--- src/rtl/clk_div_pkg.sv ---
// -----------------------------------------------------------------------------
// clk_div_pkg
// Shared constants and types for the clock-divider controller slice.
//   CNT_W      : default width of the divide ratio and period counter
//   DEF_RATIO  : divide ratio loaded into the active register at reset
//   CLAMP_MIN  : smallest legal ratio; captured values below it are raised to it
//   state_e    : controller FSM states
// -----------------------------------------------------------------------------
package clk_div_pkg;

  localparam int CNT_W     = 8;
  localparam int DEF_RATIO = 2;
  localparam int CLAMP_MIN = 2;

  typedef enum logic [1:0] {
    IDLE  = 2'd0,
    RUN   = 2'd1,
    DRAIN = 2'd2
  } state_e;

endpackage : clk_div_pkg

--- src/rtl/clk_div_counter.sv ---
// -----------------------------------------------------------------------------
// clk_div_counter
// Period counter, wrap detect and registered divided-clock generation.
//   clk_in   : divider input clock
//   rst_n    : asynchronous active-low reset
//   active   : controller is currently in RUN or DRAIN
//   go       : controller will be in RUN or DRAIN after this edge
//   act_r    : active divide ratio (always >= 2)
//   cnt      : position within the current output period, 0..act_r-1
//   wrap     : current cycle is the last of the period (cnt == act_r-1)
//   clk_out  : divided clock, straight from a flop
// -----------------------------------------------------------------------------
module clk_div_counter #(
  parameter int CNT_W = clk_div_pkg::CNT_W
) (
  input  logic             clk_in,
  input  logic             rst_n,
  input  logic             active,
  input  logic             go,
  input  logic [CNT_W-1:0] act_r,
  output logic [CNT_W-1:0] cnt,
  output logic             wrap,
  output logic             clk_out
);

  logic [CNT_W-1:0] cnt_nxt;
  logic [CNT_W:0]   half;

  assign wrap = active && (cnt == act_r - CNT_W'(1));

  // NOTE: always_comb gives every output a value before any branch so no
  // path through the block leaves a signal unassigned (which would infer a latch).
  always_comb begin
    cnt_nxt = '0;
    if (active && !wrap) begin
      cnt_nxt = cnt + CNT_W'(1);
    end
    // ceil(act_r/2), computed one bit wider so the +1 cannot overflow.
    half = ({1'b0, act_r} + (CNT_W + 1)'(1)) >> 1;
  end

  // The new period always starts at cnt=0, which is high for every legal ratio,
  // so a ratio change at the wrap cannot produce a runt pulse.
  // NOTE: sequential state uses non-blocking assignments so every flop samples
  // pre-edge values regardless of statement order.
  always_ff @(posedge clk_in or negedge rst_n) begin
    if (!rst_n) begin
      cnt     <= '0;
      clk_out <= 1'b0;
    end else if (go) begin
      cnt     <= cnt_nxt;
      clk_out <= ({1'b0, cnt_nxt} < half);
    end else begin
      cnt     <= '0;
      clk_out <= 1'b0;
    end
  end

endmodule : clk_div_counter

--- src/rtl/clk_div_ctrl.sv ---
// -----------------------------------------------------------------------------
// clk_div_ctrl
// Run/drain FSM and ratio-update handshake around clk_div_counter.
//   clk_in     : divider input clock, all state changes on its rising edge
//   rst_n      : asynchronous active-low reset
//   en         : level-sensitive run request
//   cfg_valid  : new ratio offered on cfg_ratio
//   cfg_ratio  : requested divide ratio (0 and 1 are captured as 2)
//   cfg_ready  : a new ratio can be accepted (no ratio pending)
//   clk_out    : divided clock from a flop, glitch-free across ratio changes
//   div_tick   : high in the last clk_in cycle of each output period
//   ratio_upd  : high in the cycle whose closing edge loads the pending ratio
//   running    : high in RUN and DRAIN
// -----------------------------------------------------------------------------
module clk_div_ctrl
  import clk_div_pkg::*;
#(
  parameter int CNT_W     = clk_div_pkg::CNT_W,
  parameter int DEF_RATIO = clk_div_pkg::DEF_RATIO
) (
  input  logic             clk_in,
  input  logic             rst_n,
  input  logic             en,
  input  logic             cfg_valid,
  input  logic [CNT_W-1:0] cfg_ratio,
  output logic             cfg_ready,
  output logic             clk_out,
  output logic             div_tick,
  output logic             ratio_upd,
  output logic             running
);

  state_e           state, state_nxt;
  logic [CNT_W-1:0] act_r;
  logic [CNT_W-1:0] pending_r;
  logic             pending;
  logic [CNT_W-1:0] cfg_clamped;
  logic [CNT_W-1:0] cnt;
  logic             wrap;
  logic             active;
  logic             go;
  logic             xfer;
  logic             apply;

  assign active      = (state != IDLE);
  assign go          = (state_nxt != IDLE);
  assign running     = active;
  assign cfg_ready   = !pending;
  assign xfer        = cfg_valid && cfg_ready;
  assign cfg_clamped = (cfg_ratio < CNT_W'(CLAMP_MIN)) ? CNT_W'(CLAMP_MIN) : cfg_ratio;

  // A pending ratio lands immediately when stopped, otherwise only at the
  // period boundary. xfer requires !pending, so a ratio accepted during a
  // wrap cycle waits for the next wrap.
  assign apply     = pending && ((state == IDLE) || wrap);
  assign ratio_upd = apply;
  assign div_tick  = wrap;

  always_ff @(posedge clk_in or negedge rst_n) begin
    if (!rst_n) begin
      state <= IDLE;
    end else begin
      state <= state_nxt;
    end
  end

  // Dropping en at the wrap cycle of RUN goes straight to IDLE: that period
  // has already completed, so DRAIN would only add an extra one.
  always_comb begin
    state_nxt = state;
    case (state)
      IDLE:    if (en) state_nxt = RUN;
      RUN:     if (!en) state_nxt = wrap ? IDLE : DRAIN;
      DRAIN: begin
        if (en)        state_nxt = RUN;
        else if (wrap) state_nxt = IDLE;
      end
      default: state_nxt = IDLE;
    endcase
  end

  always_ff @(posedge clk_in or negedge rst_n) begin
    if (!rst_n) begin
      act_r     <= CNT_W'(DEF_RATIO);
      pending_r <= CNT_W'(DEF_RATIO);
      pending   <= 1'b0;
    end else begin
      if (apply) begin
        act_r   <= pending_r;
        pending <= 1'b0;
      end
      if (xfer) begin
        pending_r <= cfg_clamped;
        pending   <= 1'b1;
      end
    end
  end

  clk_div_counter #(
    .CNT_W (CNT_W)
  ) u_counter (
    .clk_in  (clk_in),
    .rst_n   (rst_n),
    .active  (active),
    .go      (go),
    .act_r   (act_r),
    .cnt     (cnt),
    .wrap    (wrap),
    .clk_out (clk_out)
  );

endmodule : clk_div_ctrl

--- config.mk ---
export PLATFORM = sky130hd
export DESIGN_NAME = clk_div_ctrl
export DESIGN_NICKNAME = d
export VERILOG_FILES = /design/src/rtl/clk_div_pkg.sv /design/src/rtl/clk_div_counter.sv /design/src/rtl/clk_div_ctrl.sv
export SDC_FILE = /design/constraint.sdc
export NUM_CORES = 1
export LEC_CHECK = 0
export CAP_MARGIN = 40
export CORE_UTILIZATION = 45
export DETAILED_ROUTE_END_ITERATION = 10
export PLACE_DENSITY = 0.68
export SLEW_MARGIN = 30
export SYNTH_ARGS = -nofsm -noshare
export SYNTH_HDL_FRONTEND = slang
export SYNTH_SLANG_ARGS = --single-unit
--- constraint.sdc ---
create_clock -name clk_in -period 2.7 [get_ports clk_in]
set_clock_uncertainty 0.1 [all_clocks]
set_input_delay 0.27 -clock clk_in [delete_from_list [all_inputs] [get_ports clk_in]]
set_output_delay 0.27 -clock clk_in [all_outputs]
set_load 0.01 [all_outputs]
==> results by group, run 1 <==
Global routing
  • GR Util All Layers: 20.8%
  • Vias in the first global route: 1449
  • Pin count of the biggest net entering global routing: 29
  • Antenna violations before repair: 0
  • Total congestion overflow: 0
  • First-pass GRT wire length: 6490 um

Clocking
  • Worst-path clk slew: 0.10 ns
  • CTS tree: done
  • Root Driver: clkbuf_8
  • Longest Clk Path Bufs: 2
  • Clk sink count: 28
  • Skew-Pair Late Insertion Delay: 0.28 ns
  • Depth of the CTS H-tree: 1
  • Hold-fix buffers at CTS: 0
  • Num CTS Buffers: 3

Critical path
  • Worst path slowest cell: or4_4
  • Worst setup path class: flop to flop
  • R2R Path Start: act_r[1]
  • Worst path buffer plus inverter count: 2
  • CP Launch Type: flop
  • CP cell instances: or4_4 -> or4_4 -> nand3_4 -> a41o_4 -> buf_6 -> buf_6 -> nor2_2 -> ha_1 -> a21oi_1 -> o211ai_1 -> a221oi_2
  • Crit path largest cell delay: 0.53 ns
  • CP Capture Type: flop
  • Reg2Reg Setup Slack: -0.22 ns
  • Worst Path Arrival: 3.01 ns
  • R2R Path End: u_counter.clk_out
  • Delay-heaviest family, CP: simple AND/OR/NAND/NOR gates
  • Worst Path Max Fanout: 4
  • Worst EP required: 2.79 ns
  • Reg2reg path depth: 11

Floorplanning
  • Die area: 0.00405 mm2
  • I/O Pins: 17
  • Initial core utilization: 46.7%
  • Die H: 63.6 um
  • Width of the die: 63.6 um
  • Core area: 0.00366 mm2
  • Num rows: 22

Synthesis
  • Share of the synthesized area in the top cell type: 38.1%
  • Ys flop type: dfrtp_1
  • Net Count, Synth: 196
  • EDFF count, synth: 0
  • Post-synthesis cell count: 174
  • Mapped cell area: 0.00171 mm2
  • Syn_area_per_cell: 9.82 um2
  • Yosys warning count: 0
  • Seq cells post-synth: 28
  • Synth Area in Simple Gates: 18.8%
  • FFs w/ async S/R, synth: 100%
  • Largest family of logic cells by synthesized area: simple AND/OR/NAND/NOR gates
  • Post-synthesis sequential area ratio: 41.2%
  • Compound-Gate Fraction of Synth Area: 7.77%
  • Area share of xor/xnor cells in the synthesized design: 10.8%
  • Synth area leaders: dfrtp_1 (38%), mux2_2 (8.6%), ha_1 (7.3%)
  • Adder-cell share of the synthesized area: 7.33%
  • Post-synth top cells: dfrtp_1 (26), nor2_1 (22), mux2_2 (13)
  • Most common cell in the netlist: dfrtp_1
  • Distinct cells, synth: 37
  • Multiplexer area fraction after synthesis: 9.16%
  • Yosys top cell by area: dfrtp_1

Finish
  • Layout Nets: 233
  • FF/Latch Area: 703 um2
  • Share of layout cells above drive strength 1: 32.4%
  • Area grow syn2layout: 32.1%
  • Post-route design area: 0.00226 mm2
  • Combined area of the multi-input logic cells: 0.00105 mm2
  • Fillers: 300
  • Antenna cells: 0

Placement
  • Placed instance area: 0.00201 mm2
  • Pre-CTS WS: -0.195 ns
  • Final HPWL DP: 2830 um
  • GPL Wtd Cong: 0.896
  • Count of input and output buffers: 16

Timing
  • Final Setup Violations: 1
  • Final Cycle Share: 108%
  • Minimum clock period: 2.92 ns
  • F_max: 343 MHz
  • Worst-Margin Slew: 0.482 ns
  • Slew Viols, Final: 0
  • Hold Fails Final Rpt: 0
  • Relative slew margins: 67.5%
  • RSZ-0062 raised after global routing: true
  • Final worst-path setup slack: -0.218 ns

Pwr
  • Static Leakage: 0.000994 uW
  • Pwr/cell area: 983 mW/mm2
  • VDD IR max: 0.000485 V

Routing
  • Initial DRC Count: 57
  • Highest Signal Layer: met4
  • DRT antenna net count: 0
  • Via density: 5.40
  • Number of iterations in the first detailed-routing pass: 4
  • Metal-1 WL: 1680 um
  • Residual DRC count: 0
  • WL/cell: 15.2 um
  • Met2 wire len: 2010 um
  • Via Count: 1393
  • Met3 wire length: 114 um
  • Total wire length: 3930 um

Job
  • Max-cap violation count: 0

Outcome
  • Failing checks: negative setup slack
  • Status: finished with violations

Hold path
  • HP Class: input port to async pin
-- final cells by class --
type	count	area share, %
sequential	28	31.2
clock buffer	4	2.44
inverter	11	1.83
tap	48	2.66
timing repair buffer	41	15.5
multi-input combinational	126	46.4
-- report_power, final --
group / leakage, uW / internal [uW] / switching (uW) / total, uW
clock: 0.0000288 / 131 / 135 / 266
combinational: 0.000622 / 634 / 608 / 1240
sequential: 0.000344 / 585 / 125 / 711
-- cells by family (layout without fill, tap and decap cells) --
group,Yosys count,after routing
AND/OR/NAND/NOR,63,63
buffers and inverters,20,56
XOR/XNOR,21,21
flip-flops,28,28
AO/OA/AOI/OAI,18,18
multiplexers,14,14
adder cells (fa/ha/maj),10,10
-- layout by cell type (no fill, tap or decap), types with 2 or more instances in the layout --
cell type / instances
nor3_1: 3
ha_4: 3
mux2_2: 13
or3b_4: 2
ha_1: 7
nor2b_1: 2
xnor2_1: 11
dfstp_2: 2
nand2b_1: 3
clkdlybuf4s50_1: 14
nand3_1: 5
clkbuf_8: 4
dfrtp_1: 26
xor2_1: 9
nand4_1: 4
nor2_4: 2
nand2_4: 2
buf_4: 23
inv_1: 9
a21oi_1: 5
buf_6: 2
nor4_1: 2
inv_2: 2
o211ai_1: 2
nor2_1: 19
or4_4: 2
nand2_1: 8
-- metal layers --
layer,up-vias,GRT usage (%)
met3,12,3.99
met4,0,8.52
li1,673,-
met2,29,37.1
met1,679,24.1
met5,-,0
-- flip-flops by register name (all words and copies together) (netlist names) --
register	count
act_r	8
pending_r	8
u_counter.cnt	8
state	2
pending	1
u_counter.clk_out	1
-- per-stage QoR --
stage	std cells	hold slack (ns)	util, %	power (uW)	setup TNS, ns
after floorplan	174	-0.126	-	1450	-0.190
after CTS	258	0.271	59.1	2120	-0.183
final	258	0.260	61.6	2220	-0.218
after global placement	245	0.366	55.0	1740	-0.191
after global routing	258	0.279	61.6	2380	-0.351
after detailed placement	245	0.382	55.0	1790	-0.249
-- worst max-delay path by stage --
stage | start | to | slack (ns) | cells after the start
final | act_r[1] | u_counter.clk_out | -0.22 | 11
after global routing | act_r[0] | u_counter.clk_out | -0.30 | 14
after CTS | act_r[1] | u_counter.clk_out | -0.18 | 12
after detailed placement | act_r[0] | u_counter.clk_out | -0.20 | 13
after global placement | act_r[0] | u_counter.clk_out | -0.15 | 13
after floorplan | act_r[6] | u_counter.clk_out | -0.19 | 13
-- timing repair --
item | in CTS | in global routing
buffers inserted | 9 | 0
setup endpoints to repair | 3 | 12
pin swaps | 8 | 9
gates resized for setup | 12 | 19
Power figures use the tool's default switching activity.
==> run 2: changes to the inputs <==
CORE_MARGIN = 2   (was default)
MAX_ROUTING_LAYER = met4   (was default)
==> results by group, run 2 (synthesis results as in run 1) <==
Outcome
  • Status: finished with violations (unchanged)
  • Failing checks: negative setup slack (unchanged)

Hold path
  • HP Class: input port to async pin (unchanged)

Floorplanning
  • Initial core utilization: 46.7% (unchanged)
  • Num rows: 22 (unchanged)
  • I/O Pins: 17 (unchanged)
  • Die area: 0.00430 mm2 (was 0.00405 mm2)
  • Die H: 65.6 um (was 63.6 um)
  • Core area: 0.00366 mm2 (unchanged)
  • Width of the die: 65.6 um (was 63.6 um)

Pwr
  • Pint: 1390 uW (was 1350 uW)
  • Power share of the clock group: 15.1% (was 12.0%)
  • VDD IR max: 0.000484 V (was 0.000485 V)
  • Comb pwr share: 53.3% (was 56.0%)
  • Sequential share of power: 31.6% (was 32.0%)
  • Power, Total: 2210 uW (was 2220 uW)
  • Pwr/cell area: 1010 mW/mm2 (was 983 mW/mm2)
  • Static Leakage: 0.000987 uW (was 0.000994 uW)
  • Net Switching: 817 uW (was 868 uW)
  • Sw Share: 37.0% (was 39.1%)

Global routing
  • Antenna violations before repair: 0 (unchanged)
  • GRT met2 Usage: 34.6% (was 37.1%)
  • Grt met3 use: 2.74% (was 3.99%)
  • Vias in the first global route: 1411 (was 1449)
  • Total congestion overflow: 0 (unchanged)
  • First-pass GRT wire length: 6240 um (was 6490 um)
  • Layer with the highest usage: met2 (unchanged)
  • Pin count of the biggest net entering global routing: 29 (unchanged)
  • GR Util All Layers: 19.5% (was 20.8%)
  • Met1 Usage GRT: 22.3% (was 24.1%)

Placement
  • GPL Wtd Cong: 0.892 (was 0.896)
  • Count of input and output buffers: 16 (unchanged)
  • Pre-CTS WS: -0.230 ns (was -0.195 ns)
  • Placed instance area: 0.00201 mm2 (unchanged)
  • Final HPWL DP: 2710 um (was 2830 um)

Finish
  • Most frequent cells in the layout: dfrtp_1 (26), nor2_1 (19), buf_4 (19), clkdlybuf4s50_1 (14), mux2_2 (13) (was dfrtp_1 (26), buf_4 (23), nor2_1 (19), clkdlybuf4s50_1 (14), mux2_2 (13))
  • Post-route design area: 0.00219 mm2 (was 0.00226 mm2)
  • Area grow syn2layout: 28.3% (was 32.1%)
  • Layout Nets: 229 (was 233)
  • Final core utilization: 59.8% (was 61.6%)
  • Share of layout cells above drive strength 1: 29.1% (was 32.4%)
  • Commonest non-fill, non-tap cell in the layout: dfrtp_1 (unchanged)
  • Antenna cells: 0 (unchanged)
  • Biggest regs: act_r x8, pending_r x8, u_counter.cnt x8 (unchanged)

Timing
  • Final Setup Violations: 1 (unchanged)
  • Worst-Margin Slew: 0.429 ns (was 0.482 ns)
  • Final worst-path setup slack: -0.177 ns (was -0.218 ns)
  • Slew Viols, Final: 0 (unchanged)
  • Final Cycle Share: 107% (was 108%)
  • Minimum clock period: 2.88 ns (was 2.92 ns)
  • Fin Hold WS: 0.254 ns (was 0.260 ns)
  • Relative slew margins: 71.1% (was 67.5%)
  • Hold Fails Final Rpt: 0 (unchanged)
  • RSZ-0062 raised after global routing: true (unchanged)
  • F_max: 348 MHz (was 343 MHz)

Routing
  • Total wire length: 3670 um (was 3930 um)
  • Residual DRC count: 0 (unchanged)
  • Initial DRC Count: 58 (was 57)
  • Via Count: 1356 (was 1393)
  • Number of iterations in the first detailed-routing pass: 4 (unchanged)
  • WL/cell: 14.4 um (was 15.2 um)
  • Via density: 5.34 (was 5.40)
  • DRT antenna net count: 0 (unchanged)

Clocking
  • Clk sink count: 28 (unchanged)
  • Skew-Pair Late Insertion Delay: 0.28 ns (about the same)
  • Hold-fix buffers at CTS: 0 (unchanged)
  • Depth of the CTS H-tree: 1 (unchanged)
  • Longest Clk Path Bufs: 2 (unchanged)
  • CTS tree: done (unchanged)
  • Root Driver: clkbuf_8 (unchanged)
  • Num CTS Buffers: 3 (unchanged)
  • Worst-path clk slew: 0.10 ns (about the same)

Critical path
  • Worst setup path class: flop to flop (unchanged)
  • CP Launch Type: flop (unchanged)
  • Worst Path Arrival: 2.97 ns (was 3.01 ns)
  • CP Capture Type: flop (unchanged)
  • Worst EP required: 2.80 ns (was 2.79 ns)
  • Worst Path Max Fanout: 5 (was 4)

Job
  • Max-cap violation count: 0 (unchanged)
-- run 2: changes by cell type in the layout (fill, tap and decap cells not counted), sizes merged --
cell,before,now
dlygate4sd2,0,1
clkbuf,4,3
clkdlybuf4s15,1,0
bufinv,0,1
buf,26,22
-- run 2: path summary, 6_finish.rpt --
path | from | end | slack (ns) | depth (start not counted)
min in group clk_in | pending_r[0] | pending_r[0] | 0.38 | 2
worst max-delay path | act_r[1] | u_counter.clk_out | -0.18 | 11
worst max register to register | act_r[1] | u_counter.clk_out | -0.18 | 11
worst min register to register | pending_r[0] | pending_r[0] | 0.38 | 2
max in group asynchronous | rst_n | act_r[1] | 1.92 | 2
worst min-delay path | rst_n | u_counter.clk_out | 0.25 | 2
-- run 2: stage by stage --
step	TNS, ns	cells
after global placement	-0.188	245
after global routing	-0.298	254
after detailed placement	-0.315	245
final	-0.177	254
after CTS	-0.128	254
after floorplan	-0.190	174
-- run 2: critical path, stage by stage (launching register included) --
cell	delay, ns
dfstp_2	0.38
or4_4	0.53
or4_4	0.44
nand3_2	0.09
a41o_2	0.24
buf_6	0.13
nor2_2	0.04
ha_1	0.29
nor2b_1	0.14
o21ai_1	0.12
o211ai_1	0.11
a221oi_2	0.18
-- run 2: cell type report --
cell class | count | area, um2
fill | 302 | 1470
multi-input combinational | 126 | 990
sequential | 28 | 703
timing repair buffer | 37 | 325
tap | 48 | 60.1
clock buffer | 3 | 41.3
inverter | 11 | 41.3
clock inverter | 1 | 30.0
-- run 2: timing repair --
item | CTS | global route
resized for setup | 16 | 6
setup endpoints to repair | 3 | 2
pin swaps | 8 | 0
buffers inserted | 5 | 0
hold endpoints to repair | 0 | 0
-- run 2: power groups by stage --
stage,registers (uW),logic [uW],clock network [uW]
4_1_cts,697,1140,335
6_report,698,1180,334
3_3_place_gp,694,1050,0
3_5_place_dp,702,1080,0
5_1_grt,726,1300,356
2_1_floorplan,678,770,0
-- run 2: routing by layer --
layer,vias to the layer above,routed length [um]
met5,-,0
met4,0,88
met3,10,136
met2,37,1930
met1,647,1520
li1,662,-
==> edit 1 (flow settings as in run 2) <==
Change the package constant `CNT_W` from 8 to 10.
--- a/src/rtl/clk_div_pkg.sv
+++ b/src/rtl/clk_div_pkg.sv
@@ -8,7 +8,7 @@
 // -----------------------------------------------------------------------------
 package clk_div_pkg;
 
-  localparam int CNT_W     = 8;
+  localparam int CNT_W     = 10;
   localparam int DEF_RATIO = 2;
   localparam int CLAMP_MIN = 2;
 
Ports: changed (resized cfg_ratio); port bits go from 17 to 19. No check against the original RTL was run, so the function may have changed too.
==> edit 1 against run 2 <==
- the run still ends with negative setup slack left
- hold slack better by 0.038 ns
- sequential cell count up 6
- total power increased by 38%
- non-clock buffer count rose by 31
- wire length grew 69%
- setup slack lost 0.32 ns
- final area increased by 47%
- synthesized area increased by 48%
- critical endpoint unchanged
- largest power group unchanged
==> edit 1: results (changes against run 2) <==
<table>
<tr><th>Metric</th><th>Value</th></tr>
<tr><th colspan="2">Worst setup path</th></tr>
<tr><td>Worst path arrival time</td><td>3.30 ns (+0.33 ns)</td></tr>
<tr><td>CP delay by family, top</td><td>compound AO/OA/AOI/OAI gates</td></tr>
<tr><td>Cell with the largest stage delay on the worst path</td><td>sky130_fd_sc_hd__dfstp_2</td></tr>
<tr><th colspan="2">Power and ir drop</th></tr>
<tr><td>Lkg Pwr</td><td>1.44 nW (+46%)</td></tr>
<tr><td>Worst vdd rail ir drop</td><td>0.000595 V (+23%)</td></tr>
<tr><th colspan="2">Route</th></tr>
<tr><td>Vias per Instance</td><td>5.51 (+3.1%)</td></tr>
<tr><td>Routed WL per cell</td><td>15.7 um (+8.8%)</td></tr>
<tr><td>Number of DRC markers after the initial detailed-route iteration</td><td>184 (+220%)</td></tr>
<tr><th colspan="2">Placement</th></tr>
<tr><td>Cell count after placement</td><td>384 (+57%)</td></tr>
<tr><td>Placer congestion estimate</td><td>0.915 (+2.6%)</td></tr>
<tr><th colspan="2">Run status</th></tr>
<tr><td>Status</td><td>complete, but fails checks</td></tr>
<tr><td>Violated checks</td><td>negative setup slack</td></tr>
<tr><th colspan="2">CTS</th></tr>
<tr><td>Worst-path clk slew</td><td>0.08 ns (-0.02 ns)</td></tr>
<tr><td>Total clock buffers created by CTS</td><td>5 (+2)</td></tr>
<tr><td>H-Tree Depth</td><td>2 (+1)</td></tr>
<tr><th colspan="2">Finish</th></tr>
<tr><td>Share of final-layout standard cells stronger than drive strength 1</td><td>34.4% (+5.2 points)</td></tr>
<tr><td>Top Registers</td><td>act_r x10, pending_r x10, u_counter.cnt x10</td></tr>
<tr><td>Count of fill cells added during filler insertion</td><td>488 (+62%)</td></tr>
<tr><th colspan="2">Global route</th></tr>
<tr><td>Overall global routing resource usage</td><td>22.3% (+2.9 points)</td></tr>
<tr><td>Pin count of the biggest net entering global routing</td><td>35 (+21%)</td></tr>
<tr><th colspan="2">Logic synthesis</th></tr>
<tr><td>Cells taking the most area after synthesis</td><td>sky130_fd_sc_hd__dfrtp_1 32%, sky130_fd_sc_hd__o211ai_2 9.4%, sky130_fd_sc_hd__ha_1 5.9%, sky130_fd_sc_hd__xor2_1 5.6%, sky130_fd_sc_hd__xnor2_1 4.2%</td></tr>
<tr><td>Gate Count Post-Synth</td><td>265 (+52%)</td></tr>
<tr><td>Share of synthesized area occupied by flip-flops and latches</td><td>33.8% (-7.4 points)</td></tr>
<tr><td>Number of unique standard cell types used by synthesis</td><td>55 (+49%)</td></tr>
<tr><td>Syn_nets</td><td>291 (+48%)</td></tr>
<tr><th colspan="2">Timing</th></tr>
<tr><td>Worst-case setup margin in the final layout</td><td>-0.498 ns (-0.321 ns)</td></tr>
<tr><td>Final setup violating endpoints</td><td>3 (+2)</td></tr>
</table>
-- edit 1: logic make-up (layout without fill, tap and decap cells) --
kind of cell               count (synthesis)  count (layout)  synth area share [%]
and+or+nand+nor                          104             104                  22.6
DFF                                       34              34                  33.8
muxes                                      9               9                  3.96
AOI/OAI and AO/OA                         49              50                  18.4
adders and majority gates                 12              12                  5.95
xor gates and xnor gates                  28              28                  9.71
buffers and inverters                     29              86                  5.50
-- edit 1: path summary, 6_finish.rpt --
kind,from,slack [ns],depth (start not counted),endpoint
max,act_r[1]$_DFFE_PN1P_,-0.50,14,u_counter.clk_out$_DFF_PN0_
min,rst_n,0.29,2,state[1]$_DFF_PN0_
max reg2reg,act_r[1]$_DFFE_PN1P_,-0.50,14,u_counter.clk_out$_DFF_PN0_
min reg2reg,pending_r[1]$_DFFE_PN1P_,0.36,2,pending_r[1]$_DFFE_PN1P_
max in group asynchronous,rst_n,1.86,2,pending_r[1]$_DFFE_PN1P_
min in group clk_in,pending_r[1]$_DFFE_PN1P_,0.36,2,pending_r[1]$_DFFE_PN1P_
-- edit 1: what timing repair did --
item                                    CTS  global route
gates cloned                              1             0
resized for setup                        10             7
hold endpoints to repair                  0             0
pin swaps                                 6             4
buffers inserted                          0             2
endpoints found under the setup margin    3             3
-- edit 1: where the power goes --
group / switching [mW] / leakage (nW) / internal, mW
logic: 0.967 / 0.984 / 0.863
clock network: 0.189 / 0.0450 / 0.179
registers: 0.161 / 0.413 / 0.691
-- edit 1: layout make-up --
type,count,area share (%)
Multi-Input combinational cell,203,49.9
Sequential cell,34,26.6
Timing Repair Buffer,68,17.0
Tap cell,72,2.80
Clock buffer,6,2.26
Inverter,10,1.17
Clock inverter,2,0.312
-- edit 1: per-layer routing --
layer / GRT usage (%) / vias to the layer above / wire length (um)
li1: - / 1063 / -
met1: 26.8 / 1051 / 2730
met2: 38.6 / 55 / 3120
met3: 4.77 / 6 / 295
met4: 5.52 / 0 / 70
met5: - / - / 0
-- edit 1: worst reg2reg max path: cells and delay by family (launching register included) --
family	cells	cell delay (ns)
AO/OA/AOI/OAI	7	1.26
adder cells (fa/ha/maj)	2	0.55
flip-flops	1	0.54
AND/OR/NAND/NOR	3	0.50
XOR/XNOR	1	0.12
buffers and inverters	1	0.04
-- edit 1: metrics by stage --
step / cell area [sq um] / worst slack, ns / TNS [ns] / util (%)
3_5_place_dp: 3080 / -0.542 / -1.04 / 56.3
2_1_floorplan: 2560 / -0.499 / -0.499 / -
5_1_grt: 3210 / -0.633 / -1.01 / 58.7
6_report: 3210 / -0.498 / -0.718 / 58.7
4_1_cts: 3170 / -0.494 / -0.736 / 58.0
3_3_place_gp: 3080 / -0.474 / -0.920 / 56.3
==> edit 2 (config.mk and constraints of run 2) <==
Made on the original files. Make the reset (`rst_n`) synchronous in 3 clocked blocks. Comments in the files are not updated.
--- a/src/rtl/clk_div_counter.sv
+++ b/src/rtl/clk_div_counter.sv
@@ -43,7 +43,7 @@
   // so a ratio change at the wrap cannot produce a runt pulse.
   // NOTE: sequential state uses non-blocking assignments so every flop samples
   // pre-edge values regardless of statement order.
-  always_ff @(posedge clk_in or negedge rst_n) begin
+  always_ff @(posedge clk_in) begin
     if (!rst_n) begin
       cnt     <= '0;
       clk_out <= 1'b0;
--- a/src/rtl/clk_div_ctrl.sv
+++ b/src/rtl/clk_div_ctrl.sv
@@ -56,7 +56,7 @@
   assign ratio_upd = apply;
   assign div_tick  = wrap;
 
-  always_ff @(posedge clk_in or negedge rst_n) begin
+  always_ff @(posedge clk_in) begin
     if (!rst_n) begin
       state <= IDLE;
     end else begin
@@ -79,7 +79,7 @@
     endcase
   end
 
-  always_ff @(posedge clk_in or negedge rst_n) begin
+  always_ff @(posedge clk_in) begin
     if (!rst_n) begin
       act_r     <= CNT_W'(DEF_RATIO);
       pending_r <= CNT_W'(DEF_RATIO);
Behaviour: differs if rst_n is asserted again (counterexample within 4 cycles, from zero or initial values and one cycle with rst_n low); with rst_n held inactive, the same outputs for 10 cycles.
==> edit 2 against run 2 <==
- first-iteration DRC count increased by 1.7%
- non-clock buffer count decreased by 6
- setup slack improved by 0.27 ns
- fmax increased by 10%
- wire length decreased by 1.1%
- sequential cell count unchanged
- synthesized area decreased by 1.5%
- final area decreased by 4.6%
- sequential share of layout area decreased by 5.0 points
- critical path depth increased by 3
- die area decreased by 1.4%
- largest cell class unchanged
Power is not compared: it rests on default switching activity, and its combinational part moved more than twofold at a synthesized area within 25%.
==> edit 2: results (changes against run 2) <==
<table>
<tr><th>Metric</th><th>Value</th></tr>
<tr><th colspan="2">Worst setup path</th></tr>
<tr><td>CP delay by family, top</td><td>compound AO/OA/AOI/OAI gates</td></tr>
<tr><td>End of the critical path</td><td>u_counter.clk_out$_SDFF_PN0_</td></tr>
<tr><td>Worst path arrival time</td><td>2.72 ns (-0.25 ns)</td></tr>
<tr><td>Setup slack on the worst flop-to-flop path</td><td>0.09 ns (+0.27 ns)</td></tr>
<tr><td>R2r worst-path depth</td><td>14 (+3)</td></tr>
<tr><td>Origin of the critical flop-to-flop path</td><td>act_r[1]$_SDFFE_PN1P_</td></tr>
<tr><th colspan="2">Logic synthesis</th></tr>
<tr><td>Compound-gate portion of the synthesized area</td><td>10.8% (+3.0 points)</td></tr>
<tr><td>Fraction of synthesized cell area in xor and xnor cells</td><td>10.9% (+0.17 points)</td></tr>
<tr><td>Number of unique standard cell types used by synthesis</td><td>40 (+8.1%)</td></tr>
<tr><td>Cells taking the most area after synthesis</td><td>sky130_fd_sc_hd__dfxtp_1 33%, sky130_fd_sc_hd__nand2_1 8.3%, sky130_fd_sc_hd__ha_1 7.4%, sky130_fd_sc_hd__xnor2_1 5.7%, sky130_fd_sc_hd__nor2_1 5.6%</td></tr>
<tr><td>Syn_nets</td><td>231 (+18%)</td></tr>
<tr><td>Commonest cells post-synth</td><td>37 x sky130_fd_sc_hd__nand2_1, 28 x sky130_fd_sc_hd__dfxtp_1, 25 x sky130_fd_sc_hd__nor2_1</td></tr>
<tr><td>Share of synthesized area occupied by flip-flops and latches</td><td>33.3% (-7.8 points)</td></tr>
<tr><td>Post-Synth Adder-Cell Area</td><td>7.44% (+0.11 points)</td></tr>
<tr><th colspan="2">Placement</th></tr>
<tr><td>Pre-CTS worst setup slack</td><td>0.0346 ns (+0.265 ns)</td></tr>
<tr><td>Placer congestion estimate</td><td>0.834 (-6.5%)</td></tr>
<tr><td>Area post-placement</td><td>0.00195 sq mm (-3.4%)</td></tr>
<tr><th colspan="2">Hold path</th></tr>
<tr><td>Hold crit path type</td><td>register to register</td></tr>
<tr><th colspan="2">Route</th></tr>
<tr><td>Number of DRC markers after the initial detailed-route iteration</td><td>59 (+1.7%)</td></tr>
<tr><th colspan="2">Global route</th></tr>
<tr><td>Met1 usage</td><td>26.2% (+3.9 points)</td></tr>
<tr><td>Wire length of the first global-routing pass</td><td>6350 um (+1.8%)</td></tr>
<tr><td>Via count of the first global-routing pass</td><td>1387 (-1.7%)</td></tr>
<tr><td>Overall global routing resource usage</td><td>19.8% (+0.32 points)</td></tr>
<tr><th colspan="2">Finish</th></tr>
<tr><td>Total area of multi-input combinational cells</td><td>0.00110 sq mm (+11%)</td></tr>
<tr><td>Count of fill cells added during filler insertion</td><td>337 (+12%)</td></tr>
<tr><td>Net count reported at finish</td><td>257 (+12%)</td></tr>
<tr><th colspan="2">Run status</th></tr>
<tr><td>Status</td><td>finished clean</td></tr>
<tr><th colspan="2">Die</th></tr>
<tr><td>X dimension of the die</td><td>65.1 um (-0.72%)</td></tr>
</table>
-- edit 2: cell types whose count changed in the layout (fill, tap and decap cells not counted), sizes merged, moves of 4 or more --
cell,before,now
dfxtp,0,28
nand2,10,37
dfrtp,26,0
mux2,13,0
buf,22,15
mux2i,1,8
and3,1,5
nand3,6,10
nor2,22,26
-- edit 2: layout make-up --
class / count / share of cell area (%)
Timing Repair Buffer: 31 / 12.9
Sequential cell: 28 / 27.1
Clock buffer: 4 / 2.63
Tap cell: 48 / 2.87
Multi-Input combinational cell: 160 / 52.5
Inverter: 11 / 1.98
-- edit 2: repair_timing --
item / 4_1_cts / 5_1_grt
setup buffers: 2 / 1
resized for setup: 7 / 12
pin swaps: 8 / 8
setup endpoints to repair: 3 / 1
-- edit 2: metal layers --
metal  routed length, um  vias to the layer above
li1                    -                      752
met1                1760                      660
met2                1710                       20
met3                 108                        5
met4                  53                        0
met5                   0                        -
